$ cat config.mk
export PLATFORM = sky130hd
export DESIGN_NAME = xor_cipher_ctrl
export DESIGN_NICKNAME = d
export VERILOG_FILES = /design/src/rtl/xor_cipher_pkg.sv /design/src/rtl/xor_cipher_cfg_sr.sv /design/src/rtl/xor_cipher_ctrl.sv
export SDC_FILE = /design/constraint.sdc
export NUM_CORES = 1
export LEC_CHECK = 0
export ABC_AREA = 1
export ABC_CLOCK_PERIOD_IN_PS = 1890
export CAP_MARGIN = 20
export CORE_MARGIN = 8
export CORE_UTILIZATION = 54
export DETAILED_ROUTE_END_ITERATION = 7
export GPL_TIMING_DRIVEN = 1
export PLACE_DENSITY = 0.79
export SLEW_MARGIN = 20
export SYNTH_ARGS = -nofsm -noshare
export SYNTH_HDL_FRONTEND = slang
export SYNTH_SLANG_ARGS = --single-unit
$ cat constraint.sdc
create_clock -name clk -period 1.89 [get_ports clk]
set_input_delay 0.2835 -clock clk [delete_from_list [all_inputs] [get_ports clk]]
set_output_delay 0.2835 -clock clk [all_outputs]
set_load 0.005 [all_outputs]
$ cat src/rtl/xor_cipher_pkg.sv
// Shared state encoding, default widths and reset values for the XOR cipher controller.
package xor_cipher_pkg;

  localparam int CFG_W_DEFAULT = 64;
  localparam int CNT_W_DEFAULT = 16;

  localparam logic [31:0] DEFAULT_TAPS = 32'h60;
  localparam logic [31:0] DEFAULT_SEED = 32'h1;

  typedef enum logic [2:0] {
    IDLE,
    SHIFT,
    COMMIT,
    LOAD,
    RUN,
    DONE
  } state_t;

  // An all-zero seed would lock the LFSR, so it is replaced by the default seed.
  function automatic logic [31:0] fix_seed(input logic [31:0] s);
    return (s == 32'h0) ? DEFAULT_SEED : s;
  endfunction

endpackage

$ cat src/rtl/xor_cipher_cfg_sr.sv
// Serial configuration shift register with optional even-parity integrity check.
// Optional build macro: XOR_CIPHER_CTRL_PARITY_EN adds a parity bit as the chain LSB.
module xor_cipher_cfg_sr
  import xor_cipher_pkg::*;
#(
  parameter int CFG_W = CFG_W_DEFAULT
) (
  input  logic             clk,
  input  logic             rst,
  input  logic             shift_en,
  input  logic             cfg_i,
  output logic             cfg_o,
  output logic [CFG_W-1:0] payload,
  output logic             parity_ok
);

`ifdef XOR_CIPHER_CTRL_PARITY_EN
  localparam int SR_W = CFG_W + 1;
`else
  localparam int SR_W = CFG_W;
`endif

  logic [SR_W-1:0] sr_reg;

  always_ff @(posedge clk or negedge rst) begin
    if (!rst) begin
      sr_reg <= '0;
    end else if (shift_en) begin
      sr_reg <= {sr_reg[SR_W-2:0], cfg_i};
    end
  end

  assign cfg_o = sr_reg[SR_W-1];

`ifdef XOR_CIPHER_CTRL_PARITY_EN
  // Payload plus its parity bit must have an even number of ones.
  assign payload   = sr_reg[SR_W-1:1];
  assign parity_ok = ~^sr_reg;
`else
  assign payload   = sr_reg;
  assign parity_ok = 1'b1;
`endif

endmodule

$ cat src/rtl/xor_cipher_ctrl.sv
// Keystream session controller: config chain commit, LFSR load and run-length sequencing.
// Optional build macro: XOR_CIPHER_CTRL_PARITY_EN (parity-protected configuration chain).
module xor_cipher_ctrl
  import xor_cipher_pkg::*;
#(
  parameter int CFG_W = CFG_W_DEFAULT,
  parameter int CNT_W = CNT_W_DEFAULT
) (
  input  logic             clk,
  input  logic             rst,
  input  logic             cfg_en,
  input  logic             cfg_i,
  output logic             cfg_o,
  input  logic             start,
  input  logic [CNT_W-1:0] len,
  input  logic             abort,
  output logic [31:0]      seed,
  output logic [31:0]      taps,
  output logic             lfsr_load,
  output logic             ks_en,
  output logic             busy,
  output logic             done,
  output logic             cfg_err
);

  state_t           state_reg, state_next;
  logic [CNT_W-1:0] cnt_reg, cnt_next;
  logic [31:0]      seed_reg, taps_reg;
  logic [CFG_W-1:0] payload;
  logic             parity_ok;
  logic             shift_en;
  logic             start_ok;
  logic             commit_ok;

  // The chain only moves while the controller is idle or already shifting.
  assign shift_en  = cfg_en && ((state_reg == IDLE) || (state_reg == SHIFT));
  assign start_ok  = start && !cfg_en && !cfg_err;
  assign commit_ok = (state_reg == COMMIT) && parity_ok;

  xor_cipher_cfg_sr #(
    .CFG_W(CFG_W)
  ) u_cfg_sr (
    .clk      (clk),
    .rst      (rst),
    .shift_en (shift_en),
    .cfg_i    (cfg_i),
    .cfg_o    (cfg_o),
    .payload  (payload),
    .parity_ok(parity_ok)
  );

  always_ff @(posedge clk or negedge rst) begin
    if (!rst) begin
      state_reg <= IDLE;
      cnt_reg   <= '0;
    end else begin
      state_reg <= state_next;
      cnt_reg   <= cnt_next;
    end
  end

  always_comb begin
    state_next = state_reg;
    cnt_next   = cnt_reg;
    lfsr_load  = 1'b0;
    ks_en      = 1'b0;
    busy       = 1'b0;
    done       = 1'b0;
    case (state_reg)
      IDLE: begin
        if (cfg_en) begin
          state_next = SHIFT;
        end else if (start_ok) begin
          cnt_next   = len;
          state_next = LOAD;
        end
      end
      SHIFT: begin
        if (!cfg_en) state_next = COMMIT;
      end
      COMMIT: begin
        state_next = IDLE;
      end
      LOAD: begin
        busy      = 1'b1;
        lfsr_load = 1'b1;
        if (abort) begin
          state_next = IDLE;
        end else if (cnt_reg == '0) begin
          state_next = DONE;
        end else begin
          state_next = RUN;
        end
      end
      RUN: begin
        busy = 1'b1;
        if (abort) begin
          state_next = IDLE;
        end else begin
          // Counter holds the bits still to emit, including this cycle's.
          ks_en    = 1'b1;
          cnt_next = cnt_reg - CNT_W'(1);
          if (cnt_reg == CNT_W'(1)) state_next = DONE;
        end
      end
      DONE: begin
        done       = 1'b1;
        state_next = IDLE;
      end
      default: begin
        state_next = IDLE;
      end
    endcase
  end

  always_ff @(posedge clk or negedge rst) begin
    if (!rst) begin
      seed_reg <= DEFAULT_SEED;
      taps_reg <= DEFAULT_TAPS;
    end else if (commit_ok) begin
      seed_reg <= fix_seed(payload[63:32]);
      taps_reg <= payload[31:0];
    end
  end

  assign seed = seed_reg;
  assign taps = taps_reg;

`ifdef XOR_CIPHER_CTRL_PARITY_EN
  logic cfg_err_reg;

  // A bad commit latches the error; the next good commit clears it.
  always_ff @(posedge clk or negedge rst) begin
    if (!rst) begin
      cfg_err_reg <= 1'b0;
    end else if (state_reg == COMMIT) begin
      cfg_err_reg <= !parity_ok;
    end
  end

  assign cfg_err = cfg_err_reg;
`else
  assign cfg_err = 1'b0;
`endif

endmodule

==> run_results.csv, run 1 <==
group,metric,value,unit
synth,yosysTopAreaCellShare,0.576,
finish,seq_area,3690,um^2
synth,synth_edf_count,0,
synth,synthTopCellsByArea,"dfrtp_1 (58%), nand2_1 (13%), o21ai_0 (7.8%)",
setup_path,rrSetupSlack,150,ps
synth,synth_cells,737,
synth,syn-cell-area,6260,um^2
finish,final_cell_mix,"nand2_1 (211), dfrtp_1 (141), o21ai_0 (98)",
finish,largest_reg_flops,64,
die,ios,92,
global_route,grt_max_degree,77,
synth,synth_top_flop_cell,"dfrtp_1",
die,num_rows,39,
finish,drive_gt1_frac,0.0841,
clock_network,clockBufferDepth,2,
synth,yosysSeqAreaShare,0.588,
pwr,p_per_area,1310,nW/um^2
timing,fin_skew,5.05,ps
die,dieWidth,124,um
finish,fill_cells,868,
finish,area_growth,28.0,%
clock_network,htree_levels,4,
hold_path,hold_path.class,"input port to asynchronous set/reset pin",
drt,wl_per_cell,13.5,um
synth,async_flop_share,1.00,
placed_design,hpwl,9.21,mm
die,start_util,0.550,
finish,nNetsFinal,855,
timing,final-setup-viol-count,0,
setup_path,worstRegToRegCells,6,
setup_path,crit_required,1610,ps
synth,synth_top_family_by_area,"simple AND/OR/NAND/NOR gates",
drt,drt_iter0_markers,453,
synth,muxShareOfSynthArea,0,
synth,synth-simple-area-share,0.200,
setup_path,crit_path_end_kind,"primary output",
die,die-area,15300,um^2
finish,antennaDiodeCount,0,
synth,synthAdderAreaFrac,0.00400,
synth,avgSynthCellArea,8.49,um^2
clock_network,root_buffer,"clkbuf_16",
synth,synth_compound_area_frac,0.121,
synth,yosysTopAreaCell,"dfrtp_1",
pwr,ir_drop,0.799,mV
setup_path,path_max_fanout,4,
clock_network,clk_latency,420,ps
clock_network,cts_tree,"built",
clock_network,clkTransAtPathRegs,60,ps
drt,routed_wirelength,13.3,mm
drt,post-route-drc-count,0,
synth,synth-seq-cells,147,
timing,max_freq,562,MHz
setup_path,slowest_delay,440,ps
clock_network,numCtsBuffers,17,
drt,drtAntennaViolNets,0,
global_route,grt_pass1_vias,4752,
placed_design,io_buffer_count,90,
setup_path,cp-start-kind,"flop",
synth,synth_fp_nets,761,
job,maxCapViolations,0,
die,core,11400,um^2
setup_path,cp_cell_sequence,"buf_12 > nor2_4 > nand2_4 > nand2_1 > dlygate4sd2_1",
die,die_h,124,um
setup_path,cp.arrival,1490,ps
synth,synth_xor_area_frac,0.00140,
placed_design,gp_congestion,0.852,
synth,synth_cell_type_count,30,
finish,multiInputGateArea,2060,um^2
synth,yosysWarnings,0,
timing,min_period,1780,ps
setup_path,crit_slowest_cell,"dfrtp_2",
global_route,grt-ovfl-total,0,
timing,final-max-slew-violation-count,0,
setup_path,r2r_start,"state_reg[2]$_DFFE_PN0P_",
setup_path,worstReg2RegEnd,"seed[13]$_DFFE_PN0N_",
global_route,grt_pass1_wl,22.4,mm
outcome,run_status,"finished, final reports clean",
timing,hold_violations,0,
timing,finalCritPeriodShare,0.941,
clock_network,clock-sinks,147,
drt,num_vias,4961,
drt,via_per_inst,5.03,
timing,rsz0062_at_grt,"false",
finish,final_common_cell,"nand2_1",
finish,final_area,8010,um^2
global_route,antenna_found_initial,0,
setup_path,worstSetupPathType,"flop to primary output",
pwr,p_leak,3.65,nW
timing,tns,0,ps
drt,firstDrtPassIters,5,
global_route,grt_usage,0.185,
placed_design,dpl_cell_area,7330,um^2
where the power goes:
group | internal (W) | switching [W] | leakage (nW)
clock | 0.00222 | 0.00136 | 0.304
combinational | 0.00108 | 0.00164 | 1.37
sequential | 0.00373 | 0.000435 | 1.98
total | 0.00703 | 0.00344 | 3.65
worst max-delay path by stage:
stage / start / to / cells after the start
2_1_floorplan: state_reg[1]$_DFFE_PN0P_ / cnt_reg[3]$_DFFE_PN0P_ / 9
3_3_place_gp: abort / ks_en / 3
3_5_place_dp: abort / ks_en / 3
4_1_cts: state_reg[0]$_DFFE_PN0P_ / ks_en / 5
5_1_grt: state_reg[0]$_DFFE_PN0P_ / busy / 5
6_report: state_reg[0]$_DFFE_PN0P_ / busy / 5
metal layers:
metal  track usage  vias to the layer above  part of all wire
met5             0                        -                 0
met2         0.295                      130              0.47
li1              -                     2496                 -
met1         0.236                     2315              0.45
met4        0.0745                        0             0.013
met3        0.0490                       20             0.059
metrics by stage:
stage	utilization	total power [W]	worst slack, ps	hold WS [ps]	instances
after floorplan	-	0.00587	504	-12.1	737
after global placement	0.644	0.00672	164	268	950
after detailed placement	0.644	0.00684	135	267	950
after CTS	0.704	0.0105	8.28	388	986
after global routing	0.705	0.0111	42.0	437	987
final	0.705	0.0105	112	392	987
Yosys cell counts, types with 4 or more instances:
master and number:
nand3_1 24, clkbuf_1 14, o21ai_0 98, inv_1 88, buf_2 11, buf_6 4, buf_4 4, nand2_1 212
dfrtp_1 144, o21ai_1 40, nor2_1 65, a21oi_1 6
critical path: cells and delay by family (launching register included):
kind                   cells  cell delay, ps
buffers and inverters      2             370
DFF                        1             440
and+or+nand+nor            3             270
layout make-up:
cell class	count	share of cell area
clock inverter	15	0.0258
timing repair buffer	108	0.138
inverter	92	0.0436
sequential	147	0.460
multi-input combinational	465	0.257
clock buffer	17	0.0531
tap	143	0.0223
timing repair:
action,in CTS,in global routing
hold buffers,1,0
pin swaps,1,0
buffers inserted,3,1
resized for setup,10,1
hold endpoints to repair,48,0
setup endpoints to repair,4,1
kinds of logic after synthesis:
logic type | count (synthesis)
AO/OA/AOI/OAI | 149
buffers and inverters | 125
adder cells (fa/ha/maj) | 2
AND/OR/NAND/NOR | 312
XOR/XNOR | 1
flip-flops | 147
other | 1
No activity file was read; power rests on OpenSTA's default activity.
==> run 2: changes to the inputs <==
--- a/config.mk
+++ b/config.mk
@@ -8,11 +8,13 @@
 export ABC_AREA = 1
 export ABC_CLOCK_PERIOD_IN_PS = 1890
 export CAP_MARGIN = 20
+export CELL_PAD_IN_SITES_DETAIL_PLACEMENT = 0
+export CELL_PAD_IN_SITES_GLOBAL_PLACEMENT = 1
 export CORE_MARGIN = 8
-export CORE_UTILIZATION = 54
+export CORE_UTILIZATION = 41
 export DETAILED_ROUTE_END_ITERATION = 7
 export GPL_TIMING_DRIVEN = 1
-export PLACE_DENSITY = 0.79
+export PLACE_DENSITY_LB_ADDON = 0.1
 export SLEW_MARGIN = 20
 export SYNTH_ARGS = -nofsm -noshare
 export SYNTH_HDL_FRONTEND = slang
==> run 2 against run 1 <==
Clock-buffer cell count grew 6; sequential share of layout area shrank 0.42 points; combinational power is essentially flat; global-route usage shrank 4.0 points; maximum frequency shrank 1.0%; setup slack lost 18 ps; critical path depth is the same; final cell count grew 4.5%; clock skew grew 5.6 ps; power grew 0.71%; cell area grew 0.92%; clock power grew 3%.
==> run_results.csv, run 2 (synthesis gave the netlist of run 1 again) <==
group,metric,value,unit
outcome,run_status,"finished, final reports clean",
placed_design,dpl_worst_slack,146,ps
timing,hold_violations,0,
finish,final_common_cell,"nand2_1",
setup_path,cp-start-kind,"flop",
placed_design,dpl_cell_area,7360,um^2
timing,finalCritPeriodShare,0.951,
die,die-area,19500,um^2
setup_path,path_max_fanout,4,
timing,max_freq,557,MHz
clock_network,htree_levels,4,
job,maxCapViolations,0,
setup_path,r2r_start,"state_reg[2]$_DFFE_PN0P_",
clock_network,clkTransAtPathRegs,60,ps
drt,via_per_inst,4.69,
placed_design,hpwl,9.15,mm
setup_path,cp-startpoint,"state_reg[1]$_DFFE_PN0P_",
die,ios,92,
die,num_rows,45,
placed_design,gp_congestion,0.788,
hold_path,hold_path.class,"input port to asynchronous set/reset pin",
die,dieWidth,140,um
timing,final-max-slew-violation-count,0,
finish,antennaDiodeCount,0,
drt,post-route-drc-count,0,
timing,tns,0,ps
setup_path,worstSetupPathType,"flop to primary output",
timing,final-setup-viol-count,0,
drt,wl_per_cell,13.1,um
finish,fill_cells,1394,
pwr,p_leak,3.65,nW
finish,drive_gt1_frac,0.0783,
die,start_util,0.416,
finish,area_growth,29.2,%
global_route,grt_max_degree,69,
timing,hold_slack,358,ps
setup_path,crit_path_end_kind,"primary output",
setup_path,crit_required,1610,ps
clock_network,root_buffer,"clkbuf_16",
finish,largest_reg_flops,64,
finish,final_cell_mix,"nand2_1 (211), dfrtp_1 (141), o21ai_0 (98)",
clock_network,cts_tree,"built",
setup_path,cp.arrival,1510,ps
clock_network,clockBufferDepth,2,
global_route,grt_pass1_wl,23.3,mm
die,die_h,140,um
pwr,ir_drop,0.768,mV
drt,firstDrtPassIters,5,
die,core,15000,um^2
finish,final_area,8080,um^2
drt,num_vias,4831,
clock_network,clock-sinks,147,
finish,nNetsFinal,855,
clock_network,clk_latency,410,ps
timing,fin_skew,10.6,ps
global_route,grt-ovfl-total,0,
global_route,grt_usage,0.145,
global_route,antenna_found_initial,0,
global_route,grt_pass1_vias,4856,
finish,multiInputGateArea,2060,um^2
timing,rsz0062_at_grt,"false",
drt,drtAntennaViolNets,0,
finish,fin_cells,1031,
pwr,p_per_area,1310,nW/um^2
finish,seq_area,3690,um^2
placed_design,place_inst,991,
drt,routed_wirelength,13.5,mm
timing,min_period,1800,ps
drt,drt_iter0_markers,303,
placed_design,io_buffer_count,90,
clock_network,numCtsBuffers,17,
timing,setup_ws,93.5,ps
## run 2: path summary, 6_finish.rpt
path                       slack [ps]  depth (start not counted)                              end
hold reg to reg                   480                          2  u_cfg_sr.payload[9]$_DFFE_PN0P_
setup reg to reg                  190                         10          cnt_reg[11]$_DFFE_PN0P_
hold / removal                    360                          2             seed[13]$_DFFE_PN0N_
setup / recovery                   90                          5                            ks_en
min in group clk                  470                          3           cnt_reg[2]$_DFFE_PN0P_
max in group asynchronous         860                          3              taps[6]$_DFFE_PN1N_
## run 2: timing repair
item / in CTS / in global routing
setup buffers: 7 / 1
endpoints found under the setup margin: 4 / 8
hold endpoints to repair: 40 / 0
hold buffers: 1 / 0
pin swaps: 2 / 1
gates resized for setup: 9 / 2
## run 2: report_power, final
group          internal (W)  switching [W]  total (W)  leakage (nW)
Clock               0.00242        0.00126    0.00368         0.312
Combinational       0.00109        0.00165    0.00274          1.36
Sequential          0.00373       0.000407    0.00413          1.98
## run 2: area by class of cell
type | instances | area share
clock buffers | 23 | 0.0579
multi-input cells | 465 | 0.255
well taps | 188 | 0.0291
repair buffers | 108 | 0.137
flip-flops and latches | 147 | 0.456
clock inverters | 8 | 0.0214
inverters | 92 | 0.0436
## run 2: critical path, stage by stage (launching register included)
cell             delay (ps)
dfrtp_2                 430
nor2_4                  140
nand2_4                  60
buf_4                   140
nor2_4                  110
clkdlybuf4s15_1         220
## run 2: metal layers
metal,part of all wire,track usage,up-vias
li1,-,-,2486
met1,0.48,0.181,2259
met2,0.47,0.234,71
met3,0.046,0.0455,15
met4,0.013,0.0520,0
met5,0,0,-
## run 2: through the flow
| step | util | total power, W |
|---|---|---|
| 2_1_floorplan | - | 0.00587 |
| 3_3_place_gp | 0.490 | 0.00682 |
| 3_5_place_dp | 0.490 | 0.00686 |
| 4_1_cts | 0.537 | 0.0107 |
| 5_1_grt | 0.538 | 0.0113 |
| 6_report | 0.538 | 0.0106 |
